$ cat src/rtl/stream_flags_pkg.sv
// Shared flag bit map and widths for the mflags/sflags streaming protocol.
package stream_flags_pkg;
    localparam int MF_W     = 4;
    localparam int SF_W     = 2;
    localparam int MF_VALID = 0;
    localparam int MF_SOP   = 1;
    localparam int MF_EOP   = 2;
    localparam int MF_ERR   = 3;
    localparam int SF_STALL = 0;
    localparam int SF_FLUSH = 1;

    // Single-beat frame from a free-running source: valid, sop and eop together.
    localparam logic [MF_W-1:0] MF_CONST_SRC = 4'b0111;
endpackage

$ cat src/rtl/accum_dump_decim_if.sv
// One direction of an mflags/sflags stream: master drives data and mflags, slave drives sflags.
interface accum_dump_decim_if
    import stream_flags_pkg::*;
#(
    parameter int W = 32
);
    logic [W-1:0]    d0;
    logic [MF_W-1:0] mflags;
    logic [SF_W-1:0] sflags;

    modport master (output d0, output mflags, input sflags);
    modport slave  (input d0, input mflags, output sflags);
endinterface

$ cat src/rtl/accum_dump_decim_sat_shift.sv
// Arithmetic right shift of the accumulator and reduction to W bits.
// ACCUM_DUMP_SAT_EN selects saturation (flagged on sat_o); otherwise the result wraps.
module sat_shift #(
    parameter int WA    = 34,
    parameter int W     = 32,
    parameter int SHIFT = 2
) (
    input  logic signed [WA-1:0] acc_i,
    output logic        [W-1:0]  res_o,
    output logic                 sat_o
);
    logic signed [WA-1:0] sh;
    assign sh = acc_i >>> SHIFT;

`ifdef ACCUM_DUMP_SAT_EN
    logic ovf;
    // Fits in W bits only when every bit from the W-1 sign position upward agrees.
    assign ovf = ~((&sh[WA-1:W-1]) | ~(|sh[WA-1:W-1]));

    always_comb begin
        sat_o = ovf;
        res_o = sh[W-1:0];
        if (ovf)
            res_o = sh[WA-1] ? {1'b1, {(W-1){1'b0}}} : {1'b0, {(W-1){1'b1}}};
    end
`else
    logic unused_hi;
    assign unused_hi = ^sh[WA-1:W];
    assign res_o     = sh[W-1:0];
    assign sat_o     = 1'b0;
`endif
endmodule

$ cat src/rtl/accum_dump_decim.sv
// Decimating accumulate-and-dump: sums D accepted samples (or up to eop) and emits one
// scaled result into a single-entry output register. Optional macro: ACCUM_DUMP_SAT_EN.
module accum_dump_decim
    import stream_flags_pkg::*;
#(
    parameter int W     = 32,
    parameter int D     = 4,
    parameter int SHIFT = 2
) (
    input  logic                    clk,
    input  logic                    rst,
    accum_dump_decim_if.slave       uc_i,
    accum_dump_decim_if.master      cd_o
);
    localparam int WA = W + $clog2(D);
    localparam int CW = $clog2(D + 1);

    logic signed [WA-1:0] acc_q, acc_d, x;
    logic [CW-1:0]        cnt_q, cnt_d;
    logic                 err_acc_q, err_acc_d;
    logic                 first_q, first_d;
    logic [W-1:0]         d0_q;
    logic [MF_W-1:0]      mf_q;
    logic [W-1:0]         res;
    logic                 sat, flush, stall, accept, dump;
    logic                 in_sop, in_eop, in_err;

    assign in_sop = uc_i.mflags[MF_SOP];
    assign in_eop = uc_i.mflags[MF_EOP];
    assign in_err = uc_i.mflags[MF_ERR];

    // Flush wins over stall so upstream is never held during a flush cycle.
    assign flush       = cd_o.sflags[SF_FLUSH];
    assign stall       = mf_q[MF_VALID] & cd_o.sflags[SF_STALL] & ~flush;
    assign uc_i.sflags = {1'b0, stall};
    assign accept      = uc_i.mflags[MF_VALID] & ~stall & ~flush;

    assign x = {{(WA-W){uc_i.d0[W-1]}}, uc_i.d0};

    always_comb begin
        acc_d     = acc_q + x;
        cnt_d     = cnt_q + CW'(1);
        err_acc_d = err_acc_q | in_err;
        first_d   = first_q;
        if (in_sop) begin
            acc_d     = x;
            cnt_d     = CW'(1);
            err_acc_d = in_err;
            first_d   = 1'b1;
        end
    end

    assign dump = accept & ((cnt_d == CW'(D)) | in_eop);

    sat_shift #(.WA(WA), .W(W), .SHIFT(SHIFT)) u_sat_shift (
        .acc_i (acc_d),
        .res_o (res),
        .sat_o (sat)
    );

    always_ff @(posedge clk or posedge rst) begin
        if (rst) begin
            acc_q     <= '0;
            cnt_q     <= '0;
            err_acc_q <= 1'b0;
            first_q   <= 1'b1;
            d0_q      <= '0;
            mf_q      <= '0;
        end else if (flush) begin
            acc_q     <= '0;
            cnt_q     <= '0;
            err_acc_q <= 1'b0;
            first_q   <= 1'b1;
            mf_q      <= '0;
        end else begin
            if (mf_q[MF_VALID] && !cd_o.sflags[SF_STALL])
                mf_q <= '0;
            // An accept with the register full implies it drains this cycle, so overwrite is safe.
            if (dump) begin
                d0_q      <= res;
                mf_q      <= {err_acc_d | sat, in_eop, first_d, 1'b1};
                acc_q     <= '0;
                cnt_q     <= '0;
                err_acc_q <= 1'b0;
                first_q   <= 1'b0;
            end else if (accept) begin
                acc_q     <= acc_d;
                cnt_q     <= cnt_d;
                err_acc_q <= err_acc_d;
                first_q   <= first_d;
            end
        end
    end

    assign cd_o.d0     = d0_q;
    assign cd_o.mflags = mf_q;
endmodule

$ cat src/flat_wrapper.sv
// flat-port wrapper written by rule: the top's interface ports become plain ports
module accum_dump_decim_flat import stream_flags_pkg::*;
#(
    parameter int W     = 32,
    parameter int D     = 4,
    parameter int SHIFT = 2
)
  (clk, rst, uc_i_d0, uc_i_mflags, uc_i_sflags, cd_o_d0, cd_o_mflags, cd_o_sflags);
  accum_dump_decim_if #(.W(W)) uc_i_i ();
  accum_dump_decim_if #(.W(W)) cd_o_i ();
  input  logic clk;
  input  logic rst;
  input wire logic [$bits(uc_i_i.d0)-1:0] uc_i_d0;
  input wire logic [$bits(uc_i_i.mflags)-1:0] uc_i_mflags;
  output wire logic [$bits(uc_i_i.sflags)-1:0] uc_i_sflags;
  output wire logic [$bits(cd_o_i.d0)-1:0] cd_o_d0;
  output wire logic [$bits(cd_o_i.mflags)-1:0] cd_o_mflags;
  input wire logic [$bits(cd_o_i.sflags)-1:0] cd_o_sflags;
  assign uc_i_i.d0 = uc_i_d0;
  assign uc_i_i.mflags = uc_i_mflags;
  assign uc_i_sflags = uc_i_i.sflags;
  assign cd_o_d0 = cd_o_i.d0;
  assign cd_o_mflags = cd_o_i.mflags;
  assign cd_o_i.sflags = cd_o_sflags;
  accum_dump_decim #(.W(W), .D(D), .SHIFT(SHIFT)) u_core (.clk(clk), .rst(rst), .uc_i(uc_i_i), .cd_o(cd_o_i));
endmodule
$ cat config.mk
export PLATFORM = sky130hd
export DESIGN_NAME = accum_dump_decim_flat
export DESIGN_NICKNAME = d
export VERILOG_FILES = /design/src/rtl/stream_flags_pkg.sv /design/src/rtl/accum_dump_decim_if.sv /design/src/rtl/accum_dump_decim_sat_shift.sv /design/src/rtl/accum_dump_decim.sv /design/src/flat_wrapper.sv
export SDC_FILE = /design/constraint.sdc
export NUM_CORES = 1
export LEC_CHECK = 0
export ABC_AREA = 1
export BUFFER_PORTS_ARGS = -buffer_cell sky130_fd_sc_hd__buf_2
export CELL_PAD_IN_SITES_DETAIL_PLACEMENT = 1
export CELL_PAD_IN_SITES_GLOBAL_PLACEMENT = 2
export CORE_MARGIN = 5
export CORE_UTILIZATION = 30
export DETAILED_ROUTE_END_ITERATION = 10
export GPL_TIMING_DRIVEN = 0
export PLACE_DENSITY_LB_ADDON = 0.1
export SETUP_SLACK_MARGIN = 0.15
export SLEW_MARGIN = 20
export SYNTH_ARGS = -nofsm -noshare
export SYNTH_HDL_FRONTEND = slang
export SYNTH_SLANG_ARGS = --single-unit
export TNS_END_PERCENT = 5
$ cat constraint.sdc
create_clock -name clk -period 7.15 [get_ports clk]
set_input_delay 1.43 -clock clk [delete_from_list [all_inputs] [get_ports clk]]
set_output_delay 1.43 -clock clk [all_outputs]
set_load 0.005 [all_outputs]
After elaboration in Yosys (flattened, before gate mapping)
Cells that the tools add are included.
Word-level totals
  register bits after elaboration: 75
  latch bits: 0
  RAM bits: 0
  ROM bits: 0
  input bits: 40
  output and inout port bits: 38
  logic and storage cells: 42
  memories kept: 0
Operators by class
  $add $sub $neg: 2
  multiply operators: 0
  divide/modulo/power cells: 0
  magnitude comparators: 0
  equality and inequality tests: 1
  shifts and indexed selects: 0
  muxes and demuxes: 19
  bitwise operators: 9
  reductions and logical operators: 5
Operator list (number)
  two-way mux 34 bit: 4
  adder 34 x 32 -> 34 bit: 1
  two-way mux 3 bit: 4
  two-way mux 4 bit: 3
  two-way mux 1 bit: 8
  nonzero test 3 bit: 2
  bitwise AND 1 bit: 5
  adder 3 x 1 -> 3 bit, second input constant: 1
  == test 3 bit, second input constant: 1
  NOT 1 bit: 2
  OR 1 bit: 2
  AND reduction 2 bit: 1
  logical AND 1 bit: 1
  zero test 1 bit: 1

Longest topological paths before layout
  depth after elaboration: 8
  depth in mapped cells: 16
  gate-level depth less buffers: 16

Cells and area by module
Synthesis repeated with hierarchy kept, for this count alone.
Unflattened totals
  cells, all modules: 900
  area total of the unflattened synthesis: 5844.4 um^2
Modules (own cells, without submodules)
  accum_dump_decim: times used 1, cells each 866, area each 5592.9 um^2
  sat_shift: times used 1, cells each 34, area each 251.5 um^2

Least setup slack after synthesis
No wires, ideal clock.
  path type: input to output
  from: in cd_o_sflags[0]
  to: out uc_i_sflags[0]
  data arrival time: 1690 ps
  data required time: 5720 ps
  path slack: 4030 ps
  stages: 3
  path buffers: 1
  path through: nand2_1 > nor2_1 > buf_4
Between the ends
  longest elaborated chain between the ends: 2
RTL lines
  from (decl): line flat_wrapper.sv:18  | input wire logic [$bits(cd_o_i.sflags)-1:0] cd_o_sflags;
  bitwise AND 1 bit (2 in a row): line accum_dump_decim.sv:34  | assign stall = mf_q[MF_VALID] & cd_o.sflags[SF_STALL] & ~flush;
  to (decl): line flat_wrapper.sv:15  | output wire logic [$bits(uc_i_i.sflags)-1:0] uc_i_sflags;
No other way between the ends.

Worst setup path after layout
Same ends and word-level chain as after synthesis.

==> results.md <==
- Status: completed
- Chip width: 145 um
- Sequential cell area: ~1900 um2
- Drt first pass iters: 4
- Layout cell share with drive strength beyond 1: 0.156
- Clk_skew: 0.0107 ns
- Global routing usage on met1: 0.274
- Number of global-route vias before repair: just under 6,000
- Core area: 18,000 um2
- Grt peak-use layer: met2
- Total congestion overflow: 0
- FF+latch count, synth: 75
- Remaining antenna violation count: 0
- Die Ht: around 150 um
- Mapped Cells: between 800 and 900
- Area growth from synthesis to layout: 18.1%
- Worst-Skew Late Latency: 0.35 ns
- Crit end category: primary output
- Cell variety after synth: 41
- H-Tree Depth: 3
- F_max: 0.298 GHz
- CTS Buf Count: 9
- Top-level I/O count: 78
- Delay of the slowest critical-path stage: 0.12 ns
- Vias: about 5,500
- # DRC: 0
- Antenna violations before repair: 1
- Hold Path Class: register to register
- Longest Clk Path Bufs: 2
- Synth Cell Area: about 5500 um2
- Switching share of total power: 0.331
- Die ar.: 21,000 um2
- Switch Pwr: 0.428 mW
- Crit path required time: 5.72 ns
- Root buf cell: clkbuf_16
- Net count after synthesis: 884
- Combinational share of power: 0.248
- Critical Path Slowest Stage Cell: buf_4
- Row count: 49
- Seq pwr share: 0.386
- Clk slew on worst S/H paths: 0.06 ns
- Yosys warns: 0
- Worst path bufs/invs: 3
- Total GRT Usage: 0.185
- Footprint of the multi-input gates: 3140 um2
- GR met3 Demand/Resource: 0.0240
- RSZ-0062 raised after global routing: no
- First-pass GRT wire length: 31.7 mm
- ANT cells: 0
- Critical path class: input port to primary output
- Cell taking the most area after synthesis: dfrtp_1
- Setup Viol. Count Final: 0
- Worst path most repeated cell: buf_2
- Pin count of the biggest net entering global routing: 45
- # port buffers: 75
- Critical path arrival: 1.93 ns
- Syn Area/Cell: 6.76 um2
- Initial DRC count: 200
- Crit path setup slack, layout: around 3.8 ns
- WL final: 19.2 mm
- Mean routed wirelength per cell: 17.0 um
- Seq/Total Area, Yosys: 0.343
- Worst-margin pin slew: 0.852 ns
- Post-route clock period utilization: 0.470
- Power per standard cell area: 200 nW/um2
- HPWL Detailed: 15.7 mm
- Max-Cap Viols: 0
- Fin. max-slew vios: 0
- Startpoint Class: input port
- CP max FO: 4
- CTS sink count: 75
- Area share of the largest cell type after synthesis: 0.339
- Filler instances: 2,287
- CP delay by family, top: buffers and inverters
- Internal power: 0.866 mW
- Final number of hold-violating endpoints: 0
- Vias per inst: 4.88
- # resized after CTS: 0
- VDD IR max: 0.105 mV
- Dpl ws: 3.52 ns
- Met2 Use GR: 0.284
- CTS tree: built
- Fin Setup TNS: 0 ns
- Setup bufs post-CTS: 0
- Max-slew headroom: 0.432
- Hold_buf cts: 0
- Leakage power: 3.66 nW
- Reg-to-reg slack, setup: 4.71 ns
- Initial core utilization: 0.304
- Fin crit period: 3.36 ns
- Synth area leaders: dfrtp_1 34%, nand2_1 20%, ha_1 7.8%
- Clock share of power: 0.366
- Layout net count: 971
- Worst path cell trace: buf_2 > nand2_1 > nor2_1 > buf_4 > buf_2
- Gpl congestion: roughly 0.89
## path summary, 6_finish.rpt
| path | to | cells past startpoint | from |
|---|---|---|---|
| setup / recovery | uc_i_sflags[0] | 5 | cd_o_sflags[0] |
| hold / removal | u_core.cd_o.d0[30]$_DFFE_PP0P_ | 2 | u_core.cd_o.d0[30]$_DFFE_PP0P_ |
| setup reg to reg | u_core.cd_o.d0[20]$_DFFE_PP0P_ | 14 | u_core.acc_q[0]$_DFFE_PP0P_ |
| hold reg to reg | u_core.cd_o.d0[30]$_DFFE_PP0P_ | 2 | u_core.cd_o.d0[30]$_DFFE_PP0P_ |
| max in group asynchronous | u_core.first_q$_DFFE_PP1P_ | 3 | rst |
| min in group asynchronous | u_core.acc_q[1]$_DFFE_PP0P_ | 2 | rst |
## synth_stat cells (all sizes together)
library cell	count
a21o	4
a21oi	41
a22o	1
a31oi	2
a32o	1
and2	3
buf	12
clkbuf	11
conb	1
dfrtp	74
dfstp	1
fa	1
ha	34
inv	90
mux2i	3
nand2	305
nand3	70
nand3b	3
nand4	2
nor2	49
nor3	1
o211ai	7
o21a	1
o21ai	64
o21bai	3
o22ai	5
or2	11
xnor2	5
xor2	4
## worst min-delay path, delay by kind of cell, from the launching register on
family	cells	cell delay [ns]
and+or+nand+nor	2	0.10
DFF	1	0.34
## state kept, by name (all words and copies together) (netlist names)
name	cells
u_core.acc_q	34
u_core.cd_o.mflags	4
u_core.err_acc_q	1
u_core.cd_o.d0	32
u_core.first_q	1
u_core.cnt_q	3
## cells by family (layout without fill, tap and decap cells)
| group | count (synthesis) | count (layout) | share of synthesized area |
|---|---|---|---|
| compound gates | 129 | 129 | 0.130 |
| fa+ha+maj | 35 | 35 | 0.0815 |
| mux | 3 | 3 | 0.00549 |
| buf+inv | 113 | 205 | 0.0828 |
| flops | 75 | 75 | 0.343 |
| simple gates | 444 | 444 | 0.341 |
| other cells | 1 | 1 | 0.000686 |
| xor+xnor | 9 | 9 | 0.0144 |
## power groups by stage
stage,Clock [mW],Sequential (mW),Combinational [mW]
after floorplan,0,0.509,0.193
after global placement,0,0.504,0.317
after detailed placement,0,0.507,0.326
after CTS,0.491,0.500,0.327
after global routing,0.507,0.506,0.369
final,0.474,0.499,0.321
## area by class of cell
type	instances	share of cell area
buffer	23	0.0174
clock buffer	9	0.0349
clock inverter	7	0.0114
inverter	90	0.0531
multi-input combinational	621	0.486
sequential	75	0.291
tap	229	0.0444
timing repair buffer	76	0.0624
## routing by layer
metal  wire, um  share of wire  vias up
met1       9820           0.51     2639
met2       8430           0.44       80
met5          0              0        -
met3        746          0.039       12
met4        221          0.012        0
li1           -              -     2784
## cells in the final DEF (no fill, tap or decap), types with 3 or more instances in the layout
cell	synthesis	routed
or2_2	10	10
nand2_2	9	9
a21o_1	4	4
buf_2	8	83
o22ai_1	5	5
o211ai_1	7	7
nand3b_1	3	3
o21bai_1	3	3
clkbuf_1	10	10
nand3_2	5	5
and2_1	3	3
buf_4	4	4
clkbuf_16	0	9
o21ai_1	14	14
xnor2_1	5	5
a21oi_1	39	39
dfrtp_1	74	74
ha_1	34	34
nand3_1	65	65
inv_2	3	3
xor2_1	4	4
inv_1	86	85
o21ai_0	49	49
mux2i_1	3	3
nor2_1	46	46
nand2_1	296	296
## stage by stage
| stage | instance area, um2 | utilization | power [mW] | hold slack, ns | std cells |
|---|---|---|---|---|---|
| after global placement | 6130 | 0.341 | 0.822 | 0.457 | 1113 |
| after floorplan | 5470 | - | 0.702 | 0.453 | 809 |
| after detailed placement | 6160 | 0.343 | 0.833 | 0.462 | 1114 |
| after global routing | 6460 | 0.360 | 1.38 | 0.510 | 1130 |
| after CTS | 6460 | 0.360 | 1.32 | 0.480 | 1130 |
| final | 6460 | 0.360 | 1.29 | 0.472 | 1130 |
(Power assumes the default switching activity.)
